### src/rtl/counter_dec_ctrl.sv
`default_nettype none
// ============================================================================
// Module   : counter_dec_ctrl
// Purpose  : Sequencer for a two-digit BCD counter: preset load, prescaled
//            up/down stepping, pause / restart / abort and completion flag.
// Options  : COUNTER_DEC_CTRL_AUTORELOAD_EN - one-cycle DONE, then reload
// Revision : 1.0 - initial release
// ============================================================================
module counter_dec_ctrl #(
  parameter int DIV   = 1000,
  parameter int DIV_W = $clog2(DIV)
) (
  input  logic            i_clk,
  input  logic            i_rst,
  input  logic            i_start,
  input  logic            i_pause,
  input  logic            i_abort,
  input  logic            i_dir,
  input  logic [1:0][3:0] i_preset,
  input  logic [1:0][3:0] i_count,
  input  logic            i_zero,
  output logic            o_load,
  output logic [1:0][3:0] o_value,
  output logic            o_plus,
  output logic            o_minus,
  output logic            o_busy,
  output logic            o_done,
  output logic [2:0]      o_state
);

  typedef enum logic [2:0] {
    S_IDLE  = 3'd0,
    S_LOAD  = 3'd1,
    S_RUN   = 3'd2,
    S_PAUSE = 3'd3,
    S_DONE  = 3'd4
  } state_t;

  localparam logic [DIV_W-1:0] c_presc_last = DIV_W'(DIV - 1);

  state_t            r_state;
  state_t            w_state_nxt;
  logic [DIV_W-1:0]  r_presc;
  logic [DIV_W-1:0]  w_presc_nxt;
  logic [DIV_W-1:0]  w_presc_inc;
  logic              r_stepped;
  logic              r_dir;
  logic [1:0][3:0]   r_target;
  logic [1:0][3:0]   w_preset_clamped;
  logic              w_complete;
  logic              w_latch;
  logic              w_step;

  function automatic logic [3:0] f_clamp(input logic [3:0] d);
    return (d > 4'd9) ? 4'd9 : d;
  endfunction

  assign w_preset_clamped = {f_clamp(i_preset[1]), f_clamp(i_preset[0])};
  assign w_presc_inc      = (r_presc == c_presc_last) ? '0 : r_presc + DIV_W'(1);
  // Completion is only meaningful the cycle after a step, once the counter has moved.
  assign w_complete       = r_dir ? (i_count == r_target) : i_zero;

  always_comb begin
    w_state_nxt = r_state;
    w_presc_nxt = '0;
    w_latch     = 1'b0;
    case (r_state)
      S_IDLE: begin
        if (i_start) begin
          w_state_nxt = S_LOAD;
          w_latch     = 1'b1;
        end
      end
      S_LOAD: begin
        if (i_abort) begin
          w_state_nxt = S_IDLE;
        end else if (i_start) begin
          w_state_nxt = S_LOAD;
          w_latch     = 1'b1;
        end else if (r_target == '0) begin
          w_state_nxt = S_DONE;
        end else begin
          w_state_nxt = S_RUN;
        end
      end
      S_RUN: begin
        w_presc_nxt = w_presc_inc;
        if (i_abort) begin
          w_state_nxt = S_IDLE;
        end else if (i_start) begin
          w_state_nxt = S_LOAD;
          w_latch     = 1'b1;
        end else if (r_stepped && w_complete) begin
          w_state_nxt = S_DONE;
        end else if (i_pause) begin
          w_state_nxt = S_PAUSE;
        end
      end
      S_PAUSE: begin
        w_presc_nxt = r_presc;
        if (i_abort) begin
          w_state_nxt = S_IDLE;
        end else if (i_start) begin
          w_state_nxt = S_LOAD;
          w_latch     = 1'b1;
        end else if (r_stepped && w_complete) begin
          w_state_nxt = S_DONE;
        end else if (i_pause) begin
          w_state_nxt = S_RUN;
        end
      end
      S_DONE: begin
        if (i_abort) begin
          w_state_nxt = S_IDLE;
        end else if (i_start) begin
          w_state_nxt = S_LOAD;
          w_latch     = 1'b1;
        end
`ifdef COUNTER_DEC_CTRL_AUTORELOAD_EN
        else begin
          w_state_nxt = S_LOAD;
        end
`endif
      end
      default: w_state_nxt = S_IDLE;
    endcase
    // Pulses are registered, so the step is decided one cycle ahead from the next state.
    w_step = (w_state_nxt == S_RUN) && (w_presc_nxt == c_presc_last);
  end

  always_ff @(posedge i_clk or negedge i_rst) begin
    if (!i_rst) begin
      r_state   <= S_IDLE;
      r_presc   <= '0;
      r_stepped <= 1'b0;
      r_dir     <= 1'b0;
      r_target  <= '0;
      o_load    <= 1'b0;
      o_value   <= '0;
      o_plus    <= 1'b0;
      o_minus   <= 1'b0;
      o_busy    <= 1'b0;
      o_done    <= 1'b0;
    end else begin
      r_state   <= w_state_nxt;
      r_presc   <= w_presc_nxt;
      r_stepped <= o_plus | o_minus;
      o_load    <= (w_state_nxt == S_LOAD);
      o_busy    <= (w_state_nxt == S_LOAD) || (w_state_nxt == S_RUN) ||
                   (w_state_nxt == S_PAUSE);
      o_done    <= (w_state_nxt == S_DONE);
      o_plus    <= w_step & r_dir;
      o_minus   <= w_step & ~r_dir;
      if (w_latch) begin
        r_dir    <= i_dir;
        r_target <= w_preset_clamped;
        o_value  <= i_dir ? '0 : w_preset_clamped;
      end
    end
  end

  assign o_state = r_state;

endmodule
`default_nettype wire

### config.mk
export PLATFORM = sky130hd
export DESIGN_NAME = counter_dec_ctrl
export DESIGN_NICKNAME = d
export VERILOG_FILES = /design/src/rtl/counter_dec_ctrl.sv
export SDC_FILE = /design/constraint.sdc
export NUM_CORES = 1
export LEC_CHECK = 0
export BUFFER_PORTS_ARGS = -buffer_cell sky130_fd_sc_hd__buf_2
export CAP_MARGIN = 25
export CORE_MARGIN = 8
export CORE_UTILIZATION = 45
export DETAILED_ROUTE_END_ITERATION = 8
export PLACE_DENSITY_LB_ADDON = 0.05
export SYNTH_ARGS = -nofsm -noshare
export SYNTH_HDL_FRONTEND = slang
export SYNTH_SLANG_ARGS = --single-unit
### constraint.sdc
create_clock -name i_clk -period 1.8 [get_ports i_clk]
set_input_delay 0 -clock i_clk [delete_from_list [all_inputs] [get_ports i_clk]]
set_output_delay 0 -clock i_clk [all_outputs]
set_load 0.01 [all_outputs]
# [Yosys cells after proc, flatten, opt, wreduce, memory -nomap -nowiden]
# Index checks and enable logic that the tools add are counted.
[classes] mux=23 n_addsub=1 n_eq_ne=11 order_cmp=2 bitwise=4 reduce_logical=7
[ops] operator="$mux W3" n=13
[ops] operator="$eq A10 B10 Y1 const B" n=2
[ops] operator="$pmux W10 S2" n=1
[ops] operator="$pmux W3 S5" n=1
[ops] operator="$eq A3 B2 Y1 const B" n=4
[ops] operator="$add A10 B1 Y10 const B" n=1
[ops] operator="$mux W10" n=1
[ops] operator="$eq A8 B8 Y1" n=1
[ops] operator="$gt A4 B4 Y1 const B" n=2
[ops] operator="$logic_not A8 Y1" n=1
[ops] operator="$mux W4" n=2
[ops] operator="$mux W8" n=1
[ops] operator="$eq A3 B1 Y1 const B" n=2
[ops] operator="$eq A3 B3 Y1 const B" n=2
[ops] operator="$reduce_or A4 Y1" n=1
[ops] operator="$logic_not A3 Y1" n=1
[ops] operator="$mux W1" n=3
[ops] operator="$and A1 B1 Y1" n=2
[ops] operator="$logic_and A1 B1 Y1" n=2
[ops] operator="$logic_or A1 B1 Y1" n=2
[ops] operator="$pmux W1 S2" n=1
[ops] operator="$not A1 Y1" n=1
[ops] operator="$or A1 B1 Y1" n=1
[word_totals] reg_bits=36 elab_cells=61

# [Logic depth before layout (Yosys ltp)]
# Gate-level depths: netlist (run 1).
[depth] depth_word=10 depth_mapped=6 mapped_depth_nobuf=6

# [Least setup slack after synthesis (run 1)]
# Ideal clock, no wire load.
[synth_path] path_type="flip-flop to flip-flop" startpoint="register r_presc[0]" endpoint="register o_plus" t_arrival_ns=1.682 slack_ns=0.017 stages_incl_launch_ff=7 n_path_buf=0 period_less_slack_ns=1.783 cell_sequence="dfrtp_1 -> ha_1 -> nand2b_1 -> a2111oi_2 -> nor4b_2 -> o2111ai_1 -> nor4_1"
[synth_via] elab_chain_len=6 word_cells_on_any_way=7 classes_between="1 x add/sub; 2 x eq/ne; 2 x mux; 1 x bitwise; 1 x reduce/logical"
[synth_lines] element="start: declaration" line_no="43" source="logic [DIV_W-1:0] r_presc;"
[synth_lines] element="start signal: assignment" line_no="146" source="r_presc <= w_presc_nxt;"
[synth_lines] element="$add A10 B1 Y10 or $eq A10 B10 Y1 (tied branches)" line_no="59" source="assign w_presc_inc = (r_presc == c_presc_last) ? '0 : r_presc + DIV_W'(1);"
[synth_lines] element="$mux W10" line_no="59"
[synth_lines] element="$pmux W10 S2 (*)" line_no="67" source="case (r_state)"
[synth_lines] element="$eq A10 B10 Y1 (*)" line_no="128" source="w_step = (w_state_nxt == S_RUN) && (w_presc_nxt == c_presc_last);"
[synth_lines] element="$logic_and A1 B1 Y1 (*)" line_no="128"
[synth_lines] element="$and A1 B1 Y1 (*)" line_no="152" source="o_plus <= w_step & r_dir;"
[synth_lines] element="end signal: assignment" line_no="152"
[synth_lines] element="end: declaration" line_no="24" source="output logic o_plus,"
# Mark *: on every way between the ends. The rest lies on a longest branch, timed or not.
# A chain may end at the register's enable or synchronous reset.

# [Final worst setup path (run 1)]
[layout_path] startpoint="register r_state[0], in the netlist o_state[0]" endpoint="register o_plus"
[layout_via] word_cells_on_any_way=21 classes_between="6 x eq/ne; 12 x mux; 1 x bitwise; 2 x reduce/logical"
[layout_lines] element="start: declaration" line_no="41" source="state_t r_state;"
[layout_lines] element="start signal: assignment" line_no="145" source="r_state <= w_state_nxt;"
[layout_lines] element="$eq A3 B2 Y1" line_no="67"
[layout_lines] element="$pmux W10 S2 (*)" line_no="67"
[layout_lines] element="via w_presc_nxt[7]" line_no="44" source="logic [DIV_W-1:0] w_presc_nxt;"
[layout_lines] element="$eq A10 B10 Y1 (*)" line_no="128"
[layout_lines] element="$logic_and A1 B1 Y1 (*)" line_no="128"
[layout_lines] element="$and A1 B1 Y1 (*)" line_no="152"
# The timed path passes the listed nets; every way through them passes the cells marked *.

==> metrics.cfg, run 1 <==
[status]
status=finished with violations
violations=negative setup slack

[yosys]
yosysWarnings=0
ys_seq_area_frac=0.478
synth-seq-cells=36
yosysTopAreaCellShare=0.478
yosysTopAreaCell=dfrtp_1
netlist_area_um2=1880
synth_edf_count=0
syn_nets=222
ys_top_cells_by_area=dfrtp_1 48%, nand2_1 6.8%, xor2_1 3.3%
ys_types=45
syn_area_per_cell_um2=9.52
synthFlopType=dfrtp_1
postSynth.asyncResetShare=1.00
syn_inst=198

[clocking]
cts_tree=yes
clk_latency_ps=290
numCtsBuffers=5
path_clk_slew_ps=80
h-tree-depth=2
cts.sinks=36
cts-root-buf=clkbuf_8
clk_path_buf_depth=2

[grt]
grtUsageMet2=0.269
grt_pass1_vias=1836
grt_max_degree=37
antenna_found_initial=0
grt-ovfl-total=0
grt_pass1_wl_um=8940
grtUsageMet3=0.0536
grt_busiest_layer=met2
track_usage=0.175
grt_use_met1=0.233

[placed_design]
port_buffers=38
dp.cells=308
dp_hpwl_um=3780
place.gp.congestion=0.920
placed_area_um2=2340

[drt]
dr.first_iter.drc_count=160
totalWireLength_um=5620
vias=1819
vias_per_cell=5.53
wl_per_cell_um=17.1
drc_errors=0
ant_nets=0
firstDrtPassIters=4

[power_and_ir_drop]
power_w=0.00196
pwr-share-comb=0.228
p_per_area_nw_per_um2=710
clkPwrFrac=0.307
swShare=0.291
ir_worst_vdd_mv=0.471
p_int_w=0.00139
p_sw_w=0.000571
leakage_nw=1.27
p_seq_frac=0.464

[hold_path]
min_path_cells=3
whs_endpoint=o_value[5]$_DFFE_PN0P_
hp-start=i_preset[5]
holdCritPathClass=input pin to flip-flop

[floorplan]
dieArea_um2=6510
num_io_pins=39
die_height_um=80.7
rows=23
fp.dieW_um=80.7
start_util=0.468
placeableCoreArea_um2=4030

[critical_path]
end_kind=flip-flop
critPathSlowestCell=or4b_1
crit_family=simple AND/OR/NAND/NOR gates
cp_num_cells=6
required_ps=1990
rrSetupSlack_ps=-130
critical_path_class=flip-flop to flip-flop
r2r_cells=6
worst-path-buf-inv=1
setup.worst_path.start_class=flip-flop
slowest_delay_ps=480
r2r_start=o_state[0]$_DFF_PN0_
crit_arrival_ps=2120
r2r_end=o_plus$_DFF_PN0_
path_cells=buf_6 -> or4b_1 -> o32a_1 -> o41ai_4 -> nand3_1 -> nor4_1
critPathMaxFanout=4

[finish]
syn_to_final_growth_pct=46.9
fillers=331
mostFrequentLayoutCells=38 x buf_2, 36 x dfrtp_1, 33 x nand2_1
finalNetCount=302
multi_input_area_um2=1110
n_antenna_cell=0
final_cells=329
final_common_cell=buf_2
drive_above_1_share=0.419
design_area_um2=2770
regArea_um2=901

[timing]
layout_setup_ws_ps=-133
hold_slack_ps=4.53
relSlewSlack=0.466
min_period_ps=1930
tightestPinTransition_ps=802
finalSetupViolCount=3
maxClockFrequency_mhz=517
final.period_utilization=1.07
final-max-slew-violation-count=0
hold_viol_final=0
fin_skew_ps=7.15
grt_setup_unrepaired=true

[run]
max_cap_viol_count=0

-- flip-flops by register name, indices dropped and copies added, names as in the netlist, 3 cells and up --
| name | flops |
|---|---|
| o_value | 8 |
| r_presc | 10 |
| o_state | 3 |
| r_target | 8 |
-- metrics by stage --
stage	worst slack [ps]	util	TNS [ps]
2_1_floorplan	17.5	-	0
3_3_place_gp	-92.5	0.580	-168
3_5_place_dp	-188	0.580	-371
4_1_cts	-119	0.643	-301
5_1_grt	-276	0.687	-1120
6_report	-133	0.687	-283
-- final cells by class --
type,count,area share
timing repair buffer,80,0.208
tap,50,0.0226
clock inverter,2,0.00362
multi-input combinational,147,0.400
sequential,36,0.325
inverter,8,0.0108
clock buffer,6,0.0298
-- timing repair --
action                                 4_1_cts  5_1_grt
resized for setup                           19       21
setup endpoints to repair                    6       22
cloned                                       0        2
setup buffers                                3        5
pin swaps                                    6       12
hold buffers                                 4        0
endpoints found under the hold margin       40        0
-- layer usage --
layer / wire length (um) / share of wire
met1: 2440 / 0.43
met2: 2650 / 0.47
met3: 470 / 0.084
met4: 67 / 0.012
met5: 0 / 0
-- worst max path at each step --
stage / start / to
6_report: o_state[0]$_DFF_PN0_ / o_plus$_DFF_PN0_
5_1_grt: r_presc[1]$_DFF_PN0_ / o_plus$_DFF_PN0_
4_1_cts: o_state[0]$_DFF_PN0_ / o_plus$_DFF_PN0_
3_5_place_dp: o_state[0]$_DFF_PN0_ / o_plus$_DFF_PN0_
3_3_place_gp: o_state[0]$_DFF_PN0_ / o_plus$_DFF_PN0_
2_1_floorplan: r_presc[0]$_DFF_PN0_ / o_plus$_DFF_PN0_
-- synthesized netlist by cell type, types with 2 or more instances --
cell,n
nand3_1,5
xnor2_1,4
and3_1,3
a21oi_1,5
nand3b_1,2
xor2_1,7
nand2b_1,8
dfrtp_1,36
nor2b_1,3
inv_1,8
o21ai_0,12
nor2_1,10
nand4_1,2
nand2_1,34
a31oi_1,2
nor4_1,7
and2_1,2
o311ai_0,2
o31ai_1,8
o31a_1,2
clkbuf_1,5
o21a_1,2
nor3_1,5
or2_2,3
-- tightest hold or removal path, stage by stage --
cell and delay, ps:
buf_2 110, nand2b_1 90, o31ai_2 60
-- power groups by stage --
| stage | logic, W | clock network [W] | registers, W |
|---|---|---|---|
| 4_1_cts | 0.000397 | 0.000609 | 0.000910 |
| 3_5_place_dp | 0.000357 | 0 | 0.000926 |
| 3_3_place_gp | 0.000353 | 0 | 0.000922 |
| 5_1_grt | 0.000494 | 0.000653 | 0.000922 |
| 2_1_floorplan | 0.000157 | 0 | 0.000940 |
| 6_report | 0.000449 | 0.000604 | 0.000912 |
-- cells by family (layout without fill, tap and decap cells) --
| kind of cell | count (synthesis) | in the layout | synth area share |
|---|---|---|---|
| AOI/OAI and AO/OA | 40 | 40 | 0.157 |
| xor gates and xnor gates | 11 | 11 | 0.0511 |
| and+or+nand+nor | 94 | 94 | 0.270 |
| adders and majority gates | 2 | 2 | 0.0120 |
| buffers and inverters | 15 | 96 | 0.0325 |
| DFF | 36 | 36 | 0.478 |
(Power assumes the default switching activity.)
==> inputs of run 2 (changes only) <==
--- a/config.mk
+++ b/config.mk
@@ -10,7 +10,7 @@
 export CORE_MARGIN = 8
 export CORE_UTILIZATION = 45
 export DETAILED_ROUTE_END_ITERATION = 8
-export PLACE_DENSITY_LB_ADDON = 0.05
+export PLACE_DENSITY = 0.7
 export SYNTH_ARGS = -nofsm -noshare
 export SYNTH_HDL_FRONTEND = slang
 export SYNTH_SLANG_ARGS = --single-unit
==> metrics.cfg, run 2 (synthesis gave the netlist of run 1 again) <==
[status]
status=finished with violations
violations=negative setup slack

[finish]
post-route-util=0.651
multi_input_area_um2=1040
fillers=332
largest_register_ff_count=10
max_flop_register=r_presc
regArea_um2=901
mostFrequentLayoutCells=38 x buf_2, 36 x dfrtp_1, 34 x nand2_1
design_area_um2=2620
n_antenna_cell=0
finalNetCount=296
syn_to_final_growth_pct=39.2
top_regs=r_presc x10, o_value x8, r_target x8
final_common_cell=buf_2
drive_above_1_share=0.344

[grt]
track_usage=0.165
grt-ovfl-total=0
grt_pass1_vias=1825
grt_pass1_wl_um=8420
antenna_found_initial=0
grt_max_degree=37

[clocking]
clk_latency_ps=290
numCtsBuffers=5
cts.sinks=36
h-tree-depth=2
path_clk_slew_ps=80
cts_tree=yes
clk_path_buf_depth=2
cts-root-buf=clkbuf_8

[drt]
drc_errors=0
dr.first_iter.drc_count=172
vias=1713
firstDrtPassIters=4
vias_per_cell=5.30
totalWireLength_um=5050
ant_nets=0
wl_per_cell_um=15.6

[timing]
finalSetupViolCount=2
fin_tns_setup_ps=-260
min_period_ps=1960
hold_viol_final=0
tightestPinTransition_ps=807
relSlewSlack=0.462
grt_setup_unrepaired=true
maxClockFrequency_mhz=509
final-max-slew-violation-count=0
layout_setup_ws_ps=-163
fin_skew_ps=9.89
final.period_utilization=1.09

[critical_path]
critPathSlowestCell=dfrtp_1
crit_start=o_state[0]$_DFF_PN0_
setup.worst_path.start_class=flip-flop
r2r_end=o_plus$_DFF_PN0_
rrSetupSlack_ps=-160
required_ps=1980
r2r_cells=7
crit_arrival_ps=2140
end_kind=flip-flop
r2r_start=o_state[0]$_DFF_PN0_
slowest_delay_ps=390
critPathMaxFanout=5
path_cells=buf_4 -> nand4b_4 -> or3_1 -> a31oi_2 -> buf_4 -> nand3_1 -> nor4_1
critPathCapture=o_plus$_DFF_PN0_
critical_path_class=flip-flop to flip-flop
crit_path_frequent_cell=buf_4

[placed_design]
dp_hpwl_um=3580
place.gp.congestion=0.887
placed_area_um2=2300
pre_cts_slack_ps=-126
port_buffers=38

[floorplan]
dieArea_um2=6510
fp.dieW_um=80.7
start_util=0.468
num_io_pins=39
rows=23
die_height_um=80.7
placeableCoreArea_um2=4030

[hold_path]
holdCritPathClass=input pin to flip-flop

[power_and_ir_drop]
pwr-share-comb=0.195
leakage_nw=1.21
p_per_area_nw_per_um2=764
p_seq_frac=0.454
swShare=0.270
ir_worst_vdd_mv=0.603
p_sw_w=0.000542
clkPwrFrac=0.351
p_int_w=0.00146

[run]
max_cap_viol_count=0

run 2: cell types whose count changed in the layout (fill, tap and decap cells not counted), moves of 2 or more:
| cell | change |
|---|---|
| o31ai_1 | +4 |
| clkbuf_16 | -2 |
| buf_4 | -5 |
| o31ai_2 | -2 |
| o31ai_4 | -2 |
| dlygate4sd3_1 | +3 |
run 2: timing repair:
action | CTS | global route
hold endpoints to repair | 44 | 0
setup endpoints to repair | 8 | 11
pin swaps | 6 | 3
setup buffers | 2 | 1
gates cloned | 0 | 0
resized for setup | 8 | 12
hold buffers | 7 | 0
run 2: worst max-delay path: cells and delay by family (launching register included):
family	cells	cell delay, ps
buffers and inverters	2	310
AND/OR/NAND/NOR	4	950
AO/OA/AOI/OAI	1	210
flip-flops	1	390
run 2: worst min path at each step:
stage | startpoint | end | slack, ps | cells past startpoint
floorplan | i_rst | o_busy$_DFF_PN0_ | -300 | 0
global placement | i_rst | o_busy$_DFF_PN0_ | 120 | 1
detailed placement | i_rst | o_busy$_DFF_PN0_ | 140 | 1
CTS | i_preset[2] | o_value[2]$_DFFE_PN0P_ | 3 | 3
global route | i_preset[2] | o_value[2]$_DFFE_PN0P_ | 10 | 3
finish | i_preset[2] | o_value[2]$_DFFE_PN0P_ | 9 | 3
run 2: layer usage:
layer / global-route usage / wire (um) / share of wire
met3: 0.0525 / 218 / 0.043
met1: 0.202 / 2230 / 0.44
met2: 0.270 / 2550 / 0.50
met5: 0 / 0 / 0
met4: 0.0518 / 55 / 0.011
run 2: power groups by stage:
| stage | clock network, W | registers [W] | logic [W] |
|---|---|---|---|
| final | 0.000705 | 0.000909 | 0.000391 |
| after global routing | 0.000757 | 0.000918 | 0.000432 |
| after CTS | 0.000723 | 0.000909 | 0.000369 |
| after detailed placement | 0 | 0.000924 | 0.000347 |
| after global placement | 0 | 0.000922 | 0.000344 |
| after floorplan | 0 | 0.000940 | 0.000157 |
run 2: cell type report:
type,instances,area share
inverter,8,0.0115
multi-input combinational,147,0.395
sequential,36,0.344
clock buffer,6,0.0277
clock inverter,2,0.0134
timing repair buffer,74,0.185
tap,50,0.0239
run 2: per-stage QoR:
| step | hold slack (ps) | power [W] | std cells |
|---|---|---|---|
| after global routing | 14.0 | 0.00211 | 323 |
| after detailed placement | 136 | 0.00127 | 305 |
| after CTS | 2.71 | 0.00200 | 322 |
| after global placement | 123 | 0.00127 | 305 |
| after floorplan | -296 | 0.00110 | 198 |
| final | 8.54 | 0.00200 | 323 |
==> inputs of run 3 (changes only) <==
--- a/config.mk
+++ b/config.mk
@@ -5,9 +5,9 @@
 export SDC_FILE = /design/constraint.sdc
 export NUM_CORES = 1
 export LEC_CHECK = 0
+export ABC_AREA = 1
 export BUFFER_PORTS_ARGS = -buffer_cell sky130_fd_sc_hd__buf_2
 export CAP_MARGIN = 25
-export CORE_MARGIN = 8
 export CORE_UTILIZATION = 45
 export DETAILED_ROUTE_END_ITERATION = 8
 export PLACE_DENSITY = 0.7
==> metrics.cfg, run 3 <==
[critical_path]
end_kind=flip-flop
path_cells=ha_4 -> nand2_4 -> nor2_4 -> nand3_4 -> buf_4 -> nand4_1 -> o21ai_4 -> nand3_1 -> nor2_1 -> nand3_2 -> nor2_1
critPathMaxFanout=5
required_ps=2010
critPathSlowestCell=dfrtp_1
crit_path_frequent_cell=nor2_1
crit_arrival_ps=1950
setup.worst_path.start_class=flip-flop
slowest_delay_ps=430
critical_path_class=flip-flop to flip-flop

[yosys]
ys_top_cells_by_area=dfrtp_1 47%, nand2_1 11%, inv_1 8.1%
ys_seq_area_frac=0.465
yosysTopAreaCell=dfrtp_1
yosysMostFrequentCell=nand2_1
synthFlopType=dfrtp_1
syn_area_per_cell_um2=7.72
postSynth.asyncResetShare=1.00
netlist_top_cells_count=59 x nand2_1, 42 x inv_1, 36 x dfrtp_1
synth-seq-cells=36
ys_types=31
syn_nets=275
yosysTopAreaCellShare=0.465
syn_inst=251
netlist_area_um2=1940
yosysWarnings=0
synth_edf_count=0

[placed_design]
port_buffers=38
dp.cells=341
dp_hpwl_um=3080
place.gp.congestion=0.856

[grt]
grt_pass1_vias=1556
grt_max_degree=37
grt-ovfl-total=0
antenna_found_initial=0
grt_pass1_wl_um=6840
track_usage=0.207

[finish]
final_common_cell=nand2_1
max_flop_register=r_presc
post-route-util=0.618
top_regs=r_presc x10, o_value x8, r_target x8
drive_above_1_share=0.296
n_antenna_cell=0
largest_register_ff_count=10
final_cells=361
fillers=352
mostFrequentLayoutCells=52 x nand2_1, 41 x inv_1, 38 x buf_2
regArea_um2=901
multi_input_area_um2=930
finalNetCount=335
syn_to_final_growth_pct=29.4

[drt]
totalWireLength_um=4320
firstDrtPassIters=4
vias=1775
drc_errors=0
ant_nets=0
vias_per_cell=4.92
wl_per_cell_um=12.0
dr.first_iter.drc_count=116

[clocking]
numCtsBuffers=5
h-tree-depth=2
path_clk_slew_ps=70
clk_path_buf_depth=2
cts.sinks=36
clk_latency_ps=290
cts_tree=yes
cts-root-buf=clkbuf_8

[power_and_ir_drop]
ir_worst_vdd_mv=0.512
leakage_nw=1.32
p_per_area_nw_per_um2=819

[floorplan]
start_util=0.477
placeableCoreArea_um2=4060
dieArea_um2=4570
die_height_um=67.6
fp.dieW_um=67.6
rows=23
num_io_pins=39

[timing]
tightestPinTransition_ps=814
final.period_utilization=0.964
final-max-slew-violation-count=0
min_period_ps=1730
maxClockFrequency_mhz=576
hold_viol_final=0
relSlewSlack=0.457
fin_skew_ps=9.66
finalSetupViolCount=0

[status]
status=completed

[hold_path]
holdCritPathClass=input pin to flip-flop

[run]
max_cap_viol_count=0

[run 3: per-layer routing]
| metal | wire length [um] | global-route usage | up-vias |
|---|---|---|---|
| met2 | 1970 | 0.309 | 44 |
| li1 | - | - | 919 |
| met3 | 211 | 0.0574 | 5 |
| met1 | 2090 | 0.282 | 807 |
| met5 | 0 | 0 | - |
| met4 | 48 | 0.0798 | 0 |
[run 3: worst max-delay path, delay by kind of cell, from the launching register on]
kind / cells / cell delay [ps]
buf+inv: 1 / 120
fa+ha+maj: 1 / 190
simple gates: 8 / 820
compound gates: 1 / 110
flops: 1 / 430
[run 3: per-stage QoR]
stage | setup WS (ps) | power [W] | setup TNS (ps) | hold slack, ps | cell area [um^2]
final | 65.3 | 0.00205 | 0 | 8.23 | 2510
after floorplan | 270 | 0.00125 | 0 | -296 | 1940
after global routing | -38.9 | 0.00217 | -48.6 | 22.5 | 2510
after detailed placement | 65.2 | 0.00141 | 0 | 141 | 2210
after global placement | 113 | 0.00141 | 0 | 134 | 2210
after CTS | 36.8 | 0.00205 | 0 | 7.38 | 2360
[run 3: power by group]
group | switching (W) | total, W | internal (W) | leakage, nW
Clock | 0.000281 | 0.000622 | 0.000341 | 0.0503
Combinational | 0.000276 | 0.000473 | 0.000196 | 0.796
Sequential | 0.0000604 | 0.000958 | 0.000897 | 0.476
[run 3: cell type report]
cell class	count	area share
inverter	47	0.0714
clock buffer	7	0.0384
tap	50	0.0250
timing repair buffer	56	0.135
sequential	36	0.359
multi-input combinational	165	0.371
[run 3: repair_timing]
item | in CTS | in global routing
hold endpoints to repair | 41 | 0
resized for setup | 0 | 25
setup endpoints to repair | 0 | 6
buffers inserted | 0 | 8
hold buffers | 5 | 0
[run 3: cells by family after synthesis]
| group | synth area share |
|---|---|
| adders and majority gates | 0.00646 |
| DFF | 0.465 |
| AOI/OAI and AO/OA | 0.123 |
| buffers and inverters | 0.0995 |
| and+or+nand+nor | 0.284 |
| xor gates and xnor gates | 0.0226 |
[run 3: worst paths after layout]
path	to	depth (start not counted)	start	slack, ps
max in group asynchronous	o_plus$_DFF_PN0_	2	i_rst	940
setup / recovery	o_plus$_DFF_PN0_	11	r_presc[0]$_DFF_PN0_	70
setup reg to reg	o_plus$_DFF_PN0_	11	r_presc[0]$_DFF_PN0_	70
min in group asynchronous	o_busy$_DFF_PN0_	2	i_rst	340
hold reg to reg	r_stepped$_DFF_PN0_	1	o_plus$_DFF_PN0_	480
hold / removal	r_target[6]$_DFFE_PN0P_	3	i_preset[6]	8
